--- config.mk ---
export PLATFORM = sky130hd
export DESIGN_NAME = excp_unit
export DESIGN_NICKNAME = d
export VERILOG_FILES = /design/src/rtl/excp_unit_pkg.sv /design/src/rtl/int_sync.sv /design/src/rtl/excp_unit.sv
export SDC_FILE = /design/constraint.sdc
export NUM_CORES = 1
export LEC_CHECK = 0
export ABC_AREA = 1
export CORE_AREA = 3 3 160 162
export DETAILED_ROUTE_END_ITERATION = 12
export DIE_AREA = 0 0 163 165
export GPL_TIMING_DRIVEN = 0
export PLACE_DENSITY_LB_ADDON = 0.25
export SETUP_SLACK_MARGIN = 0.5
export SLEW_MARGIN = 20
export SYNTH_ARGS = -nofsm -noshare
export SYNTH_HDL_FRONTEND = slang
export SYNTH_SLANG_ARGS = --single-unit
--- constraint.sdc ---
create_clock -name clk -period 3.45 [get_ports clk]
set_clock_uncertainty 0.2 [all_clocks]
set_input_delay 0.69 -clock clk [delete_from_list [all_inputs] [get_ports clk]]
set_output_delay 0.69 -clock clk [all_outputs]
set_load 0.02 [all_outputs]
--- src/rtl/excp_unit_pkg.sv ---
// Shared CPU definitions for exception/interrupt handling: CSR snapshot, CSR
// write request, exception codes and ESTAT.IS bit positions.
package excp_unit_pkg;

    localparam int unsigned XLEN    = 32;
    localparam int unsigned IS_W    = 13;
    localparam int unsigned LIE_W   = 13;
    localparam int unsigned ECODE_W = 6;
    localparam int unsigned ESUB_W  = 9;
    localparam int unsigned VPPN_W  = 19;
    localparam int unsigned HWI_W   = 8;
    localparam int unsigned SWI_W   = 2;
    localparam int unsigned PLV_W   = 2;

    localparam logic [ECODE_W-1:0] ECODE_INT  = 6'h00;
    localparam logic [ECODE_W-1:0] ECODE_PIL  = 6'h01;
    localparam logic [ECODE_W-1:0] ECODE_PIS  = 6'h02;
    localparam logic [ECODE_W-1:0] ECODE_PIF  = 6'h03;
    localparam logic [ECODE_W-1:0] ECODE_PME  = 6'h04;
    localparam logic [ECODE_W-1:0] ECODE_PPI  = 6'h07;
    localparam logic [ECODE_W-1:0] ECODE_TLBR = 6'h3f;

    localparam int unsigned IS_SWI_LSB = 0;
    localparam int unsigned IS_HWI_LSB = 2;
    localparam int unsigned IS_RSVD    = 10;
    localparam int unsigned IS_TI      = 11;
    localparam int unsigned IS_IPI     = 12;

    typedef struct packed {
        logic [PLV_W-1:0] plv;
        logic             ie;
        logic             da;
        logic             pg;
    } crmd_t;

    typedef struct packed {
        logic [PLV_W-1:0] pplv;
        logic             pie;
    } prmd_t;

    typedef struct packed {
        logic [LIE_W-1:0] lie;
    } ecfg_t;

    typedef struct packed {
        logic [ECODE_W-1:0] ecode;
        logic [ESUB_W-1:0]  esubcode;
    } estat_t;

    typedef struct packed {
        logic [VPPN_W-1:0] vppn;
    } tlbehi_t;

    typedef struct packed {
        crmd_t           crmd;
        ecfg_t           ecfg;
        logic [XLEN-1:0] era;
        logic [XLEN-1:0] badv;
        logic [XLEN-1:0] eentry;
        logic [XLEN-1:0] tlbrentry;
        tlbehi_t         tlbehi;
    } csr_t;

    typedef struct packed {
        logic            we;
        crmd_t           crmd;
        prmd_t           prmd;
        estat_t          estat;
        logic [XLEN-1:0] era;
        logic [XLEN-1:0] badv;
        tlbehi_t         tlbehi;
    } excp_wr_csr_req_t;

    typedef enum logic [1:0] {
        ST_IDLE  = 2'd0,
        ST_TRAP  = 2'd1,
        ST_DRAIN = 2'd2
    } excp_state_e;

    // Exceptions whose faulting address must also land in TLBEHI.VPPN.
    function automatic logic ecode_loads_vppn(input logic [ECODE_W-1:0] ecode);
        return (ecode == ECODE_TLBR) || (ecode == ECODE_PIL) || (ecode == ECODE_PIS) ||
               (ecode == ECODE_PIF)  || (ecode == ECODE_PME) || (ecode == ECODE_PPI);
    endfunction

endpackage

--- src/rtl/int_sync.sv ---
// Two-flop level synchronizer for asynchronous interrupt lines.
module int_sync #(
    parameter int unsigned WIDTH = 8
) (
    input  logic             clk,
    input  logic             rst,
    input  logic [WIDTH-1:0] async_i,
    output logic [WIDTH-1:0] sync_o
);

    logic [WIDTH-1:0] meta_q;
    logic [WIDTH-1:0] sync_q;

    always_ff @(posedge clk) begin
        if (rst) begin
            meta_q <= '0;
            sync_q <= '0;
        end else begin
            meta_q <= async_i;
            sync_q <= meta_q;
        end
    end

    assign sync_o = sync_q;

endmodule

--- src/rtl/excp_unit.sv ---
// Commit-point exception/interrupt unit: tracks pending interrupts, arbitrates
// trap events and issues the CSR write, redirect and flush for one trap.
module excp_unit
    import excp_unit_pkg::*;
(
    input  logic                 clk,
    input  logic                 rst,
    input  logic                 cmt_valid,
    input  logic [XLEN-1:0]      cmt_pc,
    input  logic                 cmt_excp,
    input  logic [ECODE_W-1:0]   cmt_ecode,
    input  logic [ESUB_W-1:0]    cmt_esubcode,
    input  logic                 cmt_badv_we,
    input  logic [XLEN-1:0]      cmt_badv,
    input  logic                 cmt_ertn,
    input  csr_t                 excp_rd,
    input  logic [SWI_W-1:0]     swi,
    input  logic [SWI_W-1:0]     swi_clr,
    input  logic                 ti,
    input  logic                 ti_clr,
    input  logic [HWI_W-1:0]     hwi,
    input  logic                 ipi,
    output logic [IS_W-1:0]      is,
    output excp_wr_csr_req_t     excp_wr_req,
    output logic                 cmt_ready,
    output logic                 redirect,
    output logic [XLEN-1:0]      redirect_pc,
    output logic                 flush
);

    localparam int unsigned SYNC_W = HWI_W + 1;

    logic [SYNC_W-1:0] sync_lvl;
    logic [SWI_W-1:0]  swi_q, swi_d;
    logic              ti_q, ti_d;

    excp_state_e       state_q, state_d;
    logic              cmt_ready_q, cmt_ready_d;
    logic              redirect_q, redirect_d;
    logic              flush_q, flush_d;
    logic [XLEN-1:0]   redirect_pc_q, redirect_pc_d;
    excp_wr_csr_req_t  wr_q, wr_d;

    logic              int_take_c;
    logic              trap_evt_c;
    logic [ECODE_W-1:0] ecode_c;
    logic [ESUB_W-1:0]  esub_c;
    logic              is_tlbr_c;

    // ipi shares the hwi synchronizer so both see the same 2-cycle latency.
    int_sync #(
        .WIDTH (SYNC_W)
    ) u_int_sync (
        .clk     (clk),
        .rst     (rst),
        .async_i ({ipi, hwi}),
        .sync_o  (sync_lvl)
    );

    // Sticky software/timer sources; a set in the same cycle as a clear wins.
    always_comb begin
        swi_d = (swi_q & ~swi_clr) | swi;
        ti_d  = (ti_q & ~ti_clr) | ti;
    end

    always_ff @(posedge clk) begin
        if (rst) begin
            swi_q <= '0;
            ti_q  <= 1'b0;
        end else begin
            swi_q <= swi_d;
            ti_q  <= ti_d;
        end
    end

    assign is = {sync_lvl[HWI_W], ti_q, 1'b0, sync_lvl[HWI_W-1:0], swi_q};

    assign int_take_c = excp_rd.crmd.ie && (|(is & excp_rd.ecfg.lie));
    assign trap_evt_c = cmt_valid && (int_take_c || cmt_excp || cmt_ertn);

    // Next state and next registered outputs; trap payload is built from the
    // CSR snapshot present in the acceptance cycle.
    always_comb begin
        state_d       = state_q;
        cmt_ready_d   = 1'b0;
        redirect_d    = 1'b0;
        flush_d       = 1'b0;
        redirect_pc_d = '0;
        wr_d          = '0;
        ecode_c       = int_take_c ? ECODE_INT : cmt_ecode;
        esub_c        = int_take_c ? ESUB_W'(0) : cmt_esubcode;
        is_tlbr_c     = !int_take_c && (cmt_ecode == ECODE_TLBR);

        case (state_q)
            ST_IDLE: begin
                cmt_ready_d = 1'b1;
                if (trap_evt_c) begin
                    state_d     = ST_TRAP;
                    cmt_ready_d = 1'b0;
                    redirect_d  = 1'b1;
                    flush_d     = 1'b1;
                    if (int_take_c || cmt_excp) begin
                        wr_d.we             = 1'b1;
                        wr_d.prmd.pplv      = excp_rd.crmd.plv;
                        wr_d.prmd.pie       = excp_rd.crmd.ie;
                        wr_d.crmd           = excp_rd.crmd;
                        wr_d.crmd.plv       = '0;
                        wr_d.crmd.ie        = 1'b0;
                        wr_d.era            = cmt_pc;
                        wr_d.estat.ecode    = ecode_c;
                        wr_d.estat.esubcode = esub_c;
                        wr_d.badv           = (!int_take_c && cmt_badv_we) ? cmt_badv
                                                                          : excp_rd.badv;
                        wr_d.tlbehi         = excp_rd.tlbehi;
                        if (!int_take_c && ecode_loads_vppn(cmt_ecode)) begin
                            wr_d.tlbehi.vppn = cmt_badv[XLEN-1:XLEN-VPPN_W];
                        end
                        if (is_tlbr_c) begin
                            wr_d.crmd.da  = 1'b1;
                            wr_d.crmd.pg  = 1'b0;
                            redirect_pc_d = excp_rd.tlbrentry;
                        end else begin
                            redirect_pc_d = excp_rd.eentry;
                        end
                    end else begin
                        redirect_pc_d = excp_rd.era;
                    end
                end
            end
            ST_TRAP: begin
                state_d = ST_DRAIN;
            end
            ST_DRAIN: begin
                state_d     = ST_IDLE;
                cmt_ready_d = 1'b1;
            end
            default: begin
                state_d     = ST_IDLE;
                cmt_ready_d = 1'b1;
            end
        endcase
    end

    always_ff @(posedge clk) begin
        if (rst) begin
            state_q       <= ST_IDLE;
            cmt_ready_q   <= 1'b1;
            redirect_q    <= 1'b0;
            flush_q       <= 1'b0;
            redirect_pc_q <= '0;
            wr_q          <= '0;
        end else begin
            state_q       <= state_d;
            cmt_ready_q   <= cmt_ready_d;
            redirect_q    <= redirect_d;
            flush_q       <= flush_d;
            redirect_pc_q <= redirect_pc_d;
            wr_q          <= wr_d;
        end
    end

    assign cmt_ready   = cmt_ready_q;
    assign redirect    = redirect_q;
    assign flush       = flush_q;
    assign redirect_pc = redirect_pc_q;
    assign excp_wr_req = wr_q;

endmodule

==> metrics.txt <==
post-CTS setup buffer count 0; H-tree Lvls 4; Chip Width roughly 160 um; Via density 4.12; fin crit period 2560 ps; initial drt markers 318; final cycle utilization of the critical path between 70 and 80%; Top Ports 420; Peak VDD IR 0.287 mV; Final nets 1498; critical path endpoint category flop; crit path DAT 2630 ps; Main synth FF type dfxtp_1; Clock Pin Slew Worst Setup and Hold Paths approximately 70 ps; CTS tree built; die area 0.0269 sq mm; worst path bufs/invs 2; Critical Path Slowest Stage Cell clkbuf_1; CTS root buffer clkbuf_16; Post-Route Setup TNS 0 ps; f_max 0.391 GHz; Syn-to-layout area delta 84.1%; IO buf count 412; Cell variety after synth 28; CTS buffer count 17; antenna violation net count after detailed routing 0; Final Non-Filler Cells 1570; Design Power 4.75 mW; Power per Cell Area 423 mW/mm^2; largest net degree at the start of global routing 19; type of origin of the critical path input pin; Top delay family on crit path buffers and inverters; Layout fillers between 2000 and 2500; Post-route DRC 0; Seq cells post-synth 161; CP peak stage delay 560 ps; HPWL Detailed 20000 um; post_cts resized 0; Worst Max-Slew Pin Slew approximately 690 ps; mapped cell area 0.00611 sq mm; sequential cell area fraction in the yosys report a little over half; Pre-antenna DRT Iters 4; Worst R2R Setup Slack 1240 ps; syn_area_per_cell 7.65 sq um; endpoints failing hold 0; final setup vio count 0; Lkg Pwr between 4 and 5 nW; clock sink total roughly 160; ratio of cells with drive above 1 in the final layout 8.91%; warning count from the yosys run 0; maxcap violations 0; routability cong. 0.829; first-pass GRT wire length 37000 um; grt ovf 0; Yosys top cell area share 52.8%; worst relative slew slack 54.2%; Worst-Skew Late Latency 430 ps; cell chain of the critical path clkdlybuf4s50_1 -> nand2_1 -> nand2_1 -> nor2_1 -> nand3_1 -> nand2_2 -> nand2_2 -> nand4_2 -> clkbuf_1 -> a21oi_1; initial antenna violation count 0; antenna cells 0; WL/cell 16.0 um; reg-to-reg critical path endpoint excp_wr_req[49]$_SDFF_PP0_; Post-CTS Hold Buffers 0; final WL about 25000 um; Min-Delay Path Class reg2reg; RR Startpoint ti_q$_SDFF_PP0_; Reg2Reg Depth 9; row count 57; CP required 3520 ps; CP Max Fanout 10; CTS max path bufs 2; EDFF count, synth 0; top cells by area, synth dfxtp_1, nand2_1, nor2_1; Synth Instances 799; worst setup path start excp_rd[158]; Post-Place Cells 1538; type of the worst setup path in2reg; RSZ-0062 raised after global routing no; Worst Setup EP excp_wr_req[49]$_SDFF_PP0_; core box area 0.0242 sq mm; status completed; Die Y 165 um; vias in the first global route 6562; total track usage 18.0%; Initial Util 25.2%; post-synthesis async set-or-reset flop share 0%; area leader, netlist dfxtp_1; number of cells on the critical path 10; Final Max Tran Viols 0; via count 6475
-- flip-flops by register name (all words and copies together), names as in the netlist --
name	flops
excp_wr_req	104
cmt_ready	1
ti_q	1
u_int_sync.meta_q	9
flush	1
swi_q	2
u_int_sync.sync_o	9
state_q	2
redirect_pc	32
-- cells by family after synthesis --
group / share of synthesized area, %
simple gates: 30.0
flops: 52.8
buf+inv: 10.1
compound gates: 7.11
other cells: 0.0614
-- report_power, final --
| group | internal (mW) | leakage [nW] | switching [mW] |
|---|---|---|---|
| Clock | 0.981 | 0.287 | 0.922 |
| Sequential | 1.94 | 1.31 | 0.0236 |
| Combinational | 0.487 | 3.23 | 0.406 |
-- cells in the mapped netlist, types with 2 or more instances --
cell      instances
nand2_1         171
a21oi_1          54
nor2_1          129
buf_4             9
o211ai_1         19
inv_1            78
dfxtp_1         161
or2_2            32
clkbuf_1         16
buf_1             4
nor3_1           16
nand2_2           2
nand3_1          66
buf_2            24
inv_2             2
buf_6             4
-- layer usage --
layer  vias up  track usage (%)  wire length [um]
met4         0             3.84               237
met3        17             6.80              2340
met5         -                0                 0
li1       3331                -                 -
met2       268             33.7             13100
met1      2859             19.1              9450
-- final cells by class --
type | instances | area [sq um] | share of cell area, %
inverters | 81 | 309 | 2.75
flip-flops and latches | 161 | 3220 | 28.7
repair buffers | 412 | 4120 | 36.7
plain buffers | 57 | 308 | 2.74
clock inverters | 14 | 169 | 1.50
multi-input cells | 503 | 2280 | 20.3
clock buffers | 18 | 429 | 3.82
well taps | 324 | 405 | 3.60
-- per-stage QoR --
step                      cell area (sq um)  hold slack, ps  utilization, %  setup WS, ps
final                                 11200             205            46.4           890
after global routing                  11200             221            46.4           687
after CTS                             11200             207            46.4           767
after detailed placement              10600             195            43.9           325
after global placement                10600             190            43.9           340
after floorplan                        6120             188               -          1470
-- worst min-delay path by stage --
stage                                    startpoint                              end  slack [ps]  depth (start not counted)
global route        u_int_sync.meta_q[4]$_SDFF_PP0_  u_int_sync.sync_o[4]$_SDFF_PP0_         220                          2
global placement    u_int_sync.meta_q[8]$_SDFF_PP0_  u_int_sync.sync_o[8]$_SDFF_PP0_         190                          2
finish              u_int_sync.meta_q[8]$_SDFF_PP0_  u_int_sync.sync_o[8]$_SDFF_PP0_         200                          2
detailed placement  u_int_sync.meta_q[5]$_SDFF_PP0_  u_int_sync.sync_o[5]$_SDFF_PP0_         190                          2
CTS                 u_int_sync.meta_q[5]$_SDFF_PP0_  u_int_sync.sync_o[5]$_SDFF_PP0_         210                          2
floorplan           u_int_sync.meta_q[0]$_SDFF_PP0_  u_int_sync.sync_o[0]$_SDFF_PP0_         190                          2
-- tightest hold or removal path, cell delays in order, from the launching register on --
cell	delay (ps)
dfxtp_1	300
inv_1	40
nor2_1	30
-- placed cells by master, fill, tap and decap left out, drive strengths merged --
master	netlist	routed
a21oi	54	54
or2	33	33
nand3	67	67
buf	41	41
conb	1	4
o21ai	2	2
nor3b	1	1
nor2	130	130
nand2	174	174
dfxtp	161	161
clkdlybuf4s50	0	412
clkbuf	16	34
clkinvlp	0	1
nor3	17	17
clkinv	1	8
o211ai	19	19
inv	80	86
nand4	2	2
Power figures use the tool's default switching activity.
==> patch 1, RTL diff (same flow settings) <==
The 3 states of `excp_state_e` get a one-hot encoding in 3 bits.
--- a/src/rtl/excp_unit_pkg.sv
+++ b/src/rtl/excp_unit_pkg.sv
@@ -71,10 +71,10 @@
         tlbehi_t         tlbehi;
     } excp_wr_csr_req_t;
 
-    typedef enum logic [1:0] {
-        ST_IDLE  = 2'd0,
-        ST_TRAP  = 2'd1,
-        ST_DRAIN = 2'd2
+    typedef enum logic [2:0] {
+        ST_IDLE  = 3'b001,
+        ST_TRAP  = 3'b010,
+        ST_DRAIN = 3'b100
     } excp_state_e;
 
     // Exceptions whose faulting address must also land in TLBEHI.VPPN.
Behaviour: same outputs for any inputs over 4 cycles, from zero or initial values and one cycle with rst high; so few cycles prove little.
==> patch 1 against the unedited design <==
  * Total power up 3.3%
  * Worst hold slack worse by 3.4 ps
  * Critical endpoint is now excp_wr_req[6]$_SDFF_PP0_
  * Cell area up 3.4%
  * Combinational power up 8.3%
  * Largest power group unchanged
  * Register-to-register slack worse by 140 ps
  * Wire length up 7.3%
  * Count of clock-buffer cells in the layout down 1
  * Synthesized area up 5.7%
  * First-iteration DRC count up 7.9%
  * Worst setup slack worse by 150 ps
  * Sequential cell count up 1
  * Highest routed layer unchanged
==> patch 1: results <==
set metrics [dict create \
    status "complete, no violations" \
    ys_top_cells_by_area "dfxtp_1, nor2_1, inv_1" \
    synth.yosys.seq_area_share_pct 50.23 \
    power.switching_mw 1.410 \
    hold_class "flop to flop" \
    clk_path_buf_depth 2 \
    dp_slack_ps 83.51 \
    layout-drive-gt1-share_pct 4.357 \
    area_growth_pct 80.08 \
    vias 7155 \
    p_clk_share_pct 40.1 \
    async_reset_ff_share_pct 0 \
    drt_wl_total_um 26960 \
    drt-initial-drc-count 343 \
    p_leak_nw 5.336 \
    portBuffers 413 \
    antenna_found_initial 1 \
    syn_inst 929 \
    cts_max_level 4 \
    pwr-share-comb_pct 19.7 \
    fillers 2424 \
    vdd.ir_drop.worst_mv 0.2930 \
    post_drt_wl_per_cell_um 15.84 \
    grt_usage_pct 19.16 \
    largest_reg_flops 104 \
    p_total_mw 4.912 \
    grt_first_pass_wirelength_um 39080 \
    nNetsFinal 1629 \
    grt_pass1_vias 6822 \
    dp_cells 1669 \
    gp_congestion 0.8910 \
    worstMarginPinSlew_ps 620.2 \
    post_synth_num_cell_types 22 \
    placed_cell_area_um2 11010 \
    firstDrtPassIters 5 \
    yosys-top-cells-count "nor2_1, inv_1, dfxtp_1, nand2_1, nand3_1" \
    arrival_ps 2870 \
    dpl.hpwl_um 21330 \
    clkSlewWorstSetupHoldPaths_ps 80 \
    power_leader "registers" \
]
patch 1: final timing paths:
path,start,end,slack [ps],depth (start not counted)
worst min register to register,u_int_sync.meta_q[6]$_SDFF_PP0_,u_int_sync.sync_o[6]$_SDFF_PP0_,200,2
worst max register to register,ti_q$_SDFF_PP0_,excp_wr_req[46]$_SDFF_PP0_,1100,9
worst min-delay path,u_int_sync.meta_q[6]$_SDFF_PP0_,u_int_sync.sync_o[6]$_SDFF_PP0_,200,2
worst max-delay path,rst,excp_wr_req[6]$_SDFF_PP0_,730,8
patch 1: routing by layer:
metal  global-route usage [%]  routed length (um)  vias up
met5                        0                   0        -
met4                    6.228                 567        0
met3                    7.675                2762       31
met2                    34.48               13570      296
met1                    20.49               10060     3183
li1                         -                   -     3645
patch 1: worst max-delay path, stage by stage:
cell,delay [ps]
clkdlybuf4s50_1,520
nor4_4,610
nand2_2,330
inv_2,120
buf_4,190
buf_4,200
nand2_1,70
nor2_1,120
patch 1: cell type report:
| cell class | instances | share of cell area (%) |
|---|---|---|
| Clock buffer | 17 | 3.659 |
| Timing Repair Buffer | 413 | 35.56 |
| Antenna cell | 1 | 0.02152 |
| Sequential cell | 162 | 27.89 |
| Tap cell | 324 | 3.487 |
| Multi-Input combinational cell | 531 | 19.60 |
| Clock inverter | 15 | 1.614 |
| Inverter | 178 | 5.747 |
| Buffer | 61 | 2.421 |
patch 1: repair_timing:
action,in CTS,in global routing
resized for setup,0,2
hold buffers,0,0
setup buffers,0,0
setup endpoints to repair,0,18
patch 1: cells by family (layout without fill, tap and decap cells):
kind of cell           Yosys count  count (layout)  synth area share (%)
DFF                            162             162                 50.23
other                            1               5               0.05808
buffers and inverters          239             684                 14.69
AOI/OAI and AO/OA               66              66                 5.349
and+or+nand+nor                461             461                 29.67
==> patch 2, RTL diff (config.mk and constraints unchanged) <==
Made on the original files. The package constant `XLEN` goes from 32 to 48.
--- a/src/rtl/excp_unit_pkg.sv
+++ b/src/rtl/excp_unit_pkg.sv
@@ -2,7 +2,7 @@
 // write request, exception codes and ESTAT.IS bit positions.
 package excp_unit_pkg;
 
-    localparam int unsigned XLEN    = 32;
+    localparam int unsigned XLEN    = 48;
     localparam int unsigned IS_W    = 13;
     localparam int unsigned LIE_W   = 13;
     localparam int unsigned ECODE_W = 6;
Interface: changed (5 resized); port bits go from 420 to 564. No check against the original RTL was run, so the function may have changed too.
==> patch 2 against the unedited design <==
  * Critical path depth down 8
  * Wire length up 45%
  * Cell area up 31%
  * Total power up 32%
  * Non-clock buffer count up 165
  * Synthesized area up 30%
  * Global-route usage up 7.2 points
  * Worst setup slack better by 85 ps
  * Final cell count up 27%
  * Maximum frequency up 3.4%
  * Die area unchanged
  * Sequential cell count up 48
  * Synthesized cell count up 32%
  * Register-to-register slack better by 70 ps
  * Critical endpoint is now is[11]
  * Largest power group unchanged
==> patch 2: results <==
set metrics [dict create \
    layout-drive-gt1-share_pct 7.345 \
    grt_max_degree 14 \
    dp_slack_ps 502.8 \
    drt-initial-drc-count 452 \
    post_synth_num_cell_types 26 \
    cts_buffers 23 \
    vdd.ir_drop.worst_mv 0.2429 \
    worstMarginPinSlew_ps 575.4 \
    status "complete, no violations" \
    syn_inst 1058 \
    yosys-top-cells-count "nand2_1, dfxtp_1, nor2_1, nand3_1, inv_1" \
    portBuffers 558 \
    cts_max_level 1 \
    dp_cells 1943 \
    synth.yosys.seq_area_share_pct 52.50 \
    p_leak_nw 6.371 \
    fin_cells 1989 \
    cp_slowest_cell "clkdlybuf4s50_1" \
    grt_first_pass_wirelength_um 51390 \
    grt_usage_pct 25.12 \
    grt_pass1_vias 8651 \
    ys_top_cells_by_area "dfxtp_1, nand2_1, nor2_1" \
    dpl.hpwl_um 29760 \
    largest_reg_flops 136 \
    crit_path_max_fanout 3 \
]
patch 2: cell count changes after synthesis, sizes merged:
| cell | unedited run | this run |
|---|---|---|
| nand2 | 174 | 238 |
| clkinv | 1 | 0 |
| inv | 80 | 97 |
| buf | 41 | 51 |
| or2 | 33 | 49 |
| a21oi | 54 | 70 |
| dfxtp | 161 | 209 |
| nor2 | 130 | 178 |
| clkbuf | 16 | 25 |
| nand3 | 67 | 99 |
patch 2: layout make-up:
cell class,count,area (um2)
clock buffer,37,718.2
timing repair buffer,558,5585
clock inverter,5,60.06
buffer,76,412.9
antenna,4,10.01
tap,324,405.4
multi-input combinational,679,3019
sequential,209,4184
inverter,97,364.1
fill,2169,9489
patch 2: cell families after synthesis:
family	synth area share, %
buffers and inverters	9.750
AO/OA/AOI/OAI	6.359
other	0.04706
AND/OR/NAND/NOR	31.34
flip-flops	52.50
patch 2: path summary, 6_finish.rpt:
kind / cells past startpoint / start / to / slack [ps]
setup / recovery: 2 / ti_q$_SDFF_PP0_ / is[11] / 970
hold / removal: 2 / u_int_sync.meta_q[5]$_SDFF_PP0_ / u_int_sync.sync_o[5]$_SDFF_PP0_ / 200
setup reg to reg: 11 / u_int_sync.sync_o[2]$_SDFF_PP0_ / excp_wr_req[96]$_SDFF_PP0_ / 1310
hold reg to reg: 2 / u_int_sync.meta_q[5]$_SDFF_PP0_ / u_int_sync.sync_o[5]$_SDFF_PP0_ / 200
patch 2: layer usage:
metal | GRT usage [%] | part of all wire (%)
met5 | 0 | 0.036
met4 | 9.073 | 3.6
met3 | 6.697 | 8.6
met2 | 46.10 | 52
met1 | 27.86 | 36
patch 2: power breakdown:
part	switching [mW]	total, mW	leakage, nW	internal (mW)
Combinational	0.557	1.22	4.29	0.662
Sequential	0.0307	2.55	1.70	2.52
Clock	0.995	2.50	0.381	1.50
Total	1.58	6.26	6.37	4.68
patch 2: tightest hold or removal path, stage by stage, from the launching register on:
cell	delay [ps]
dfxtp_1	290
inv_1	40
nor2_1	30
patch 2: through the flow:
stage / power [mW] / util, % / cell area, um2
2_1_floorplan: 3.073 / - / 7980
3_5_place_dp: 3.819 / 57.62 / 13970
6_report: 6.260 / 60.87 / 14760
3_3_place_gp: 3.807 / 57.62 / 13970
4_1_cts: 6.322 / 60.83 / 14750
5_1_grt: 6.511 / 60.87 / 14760
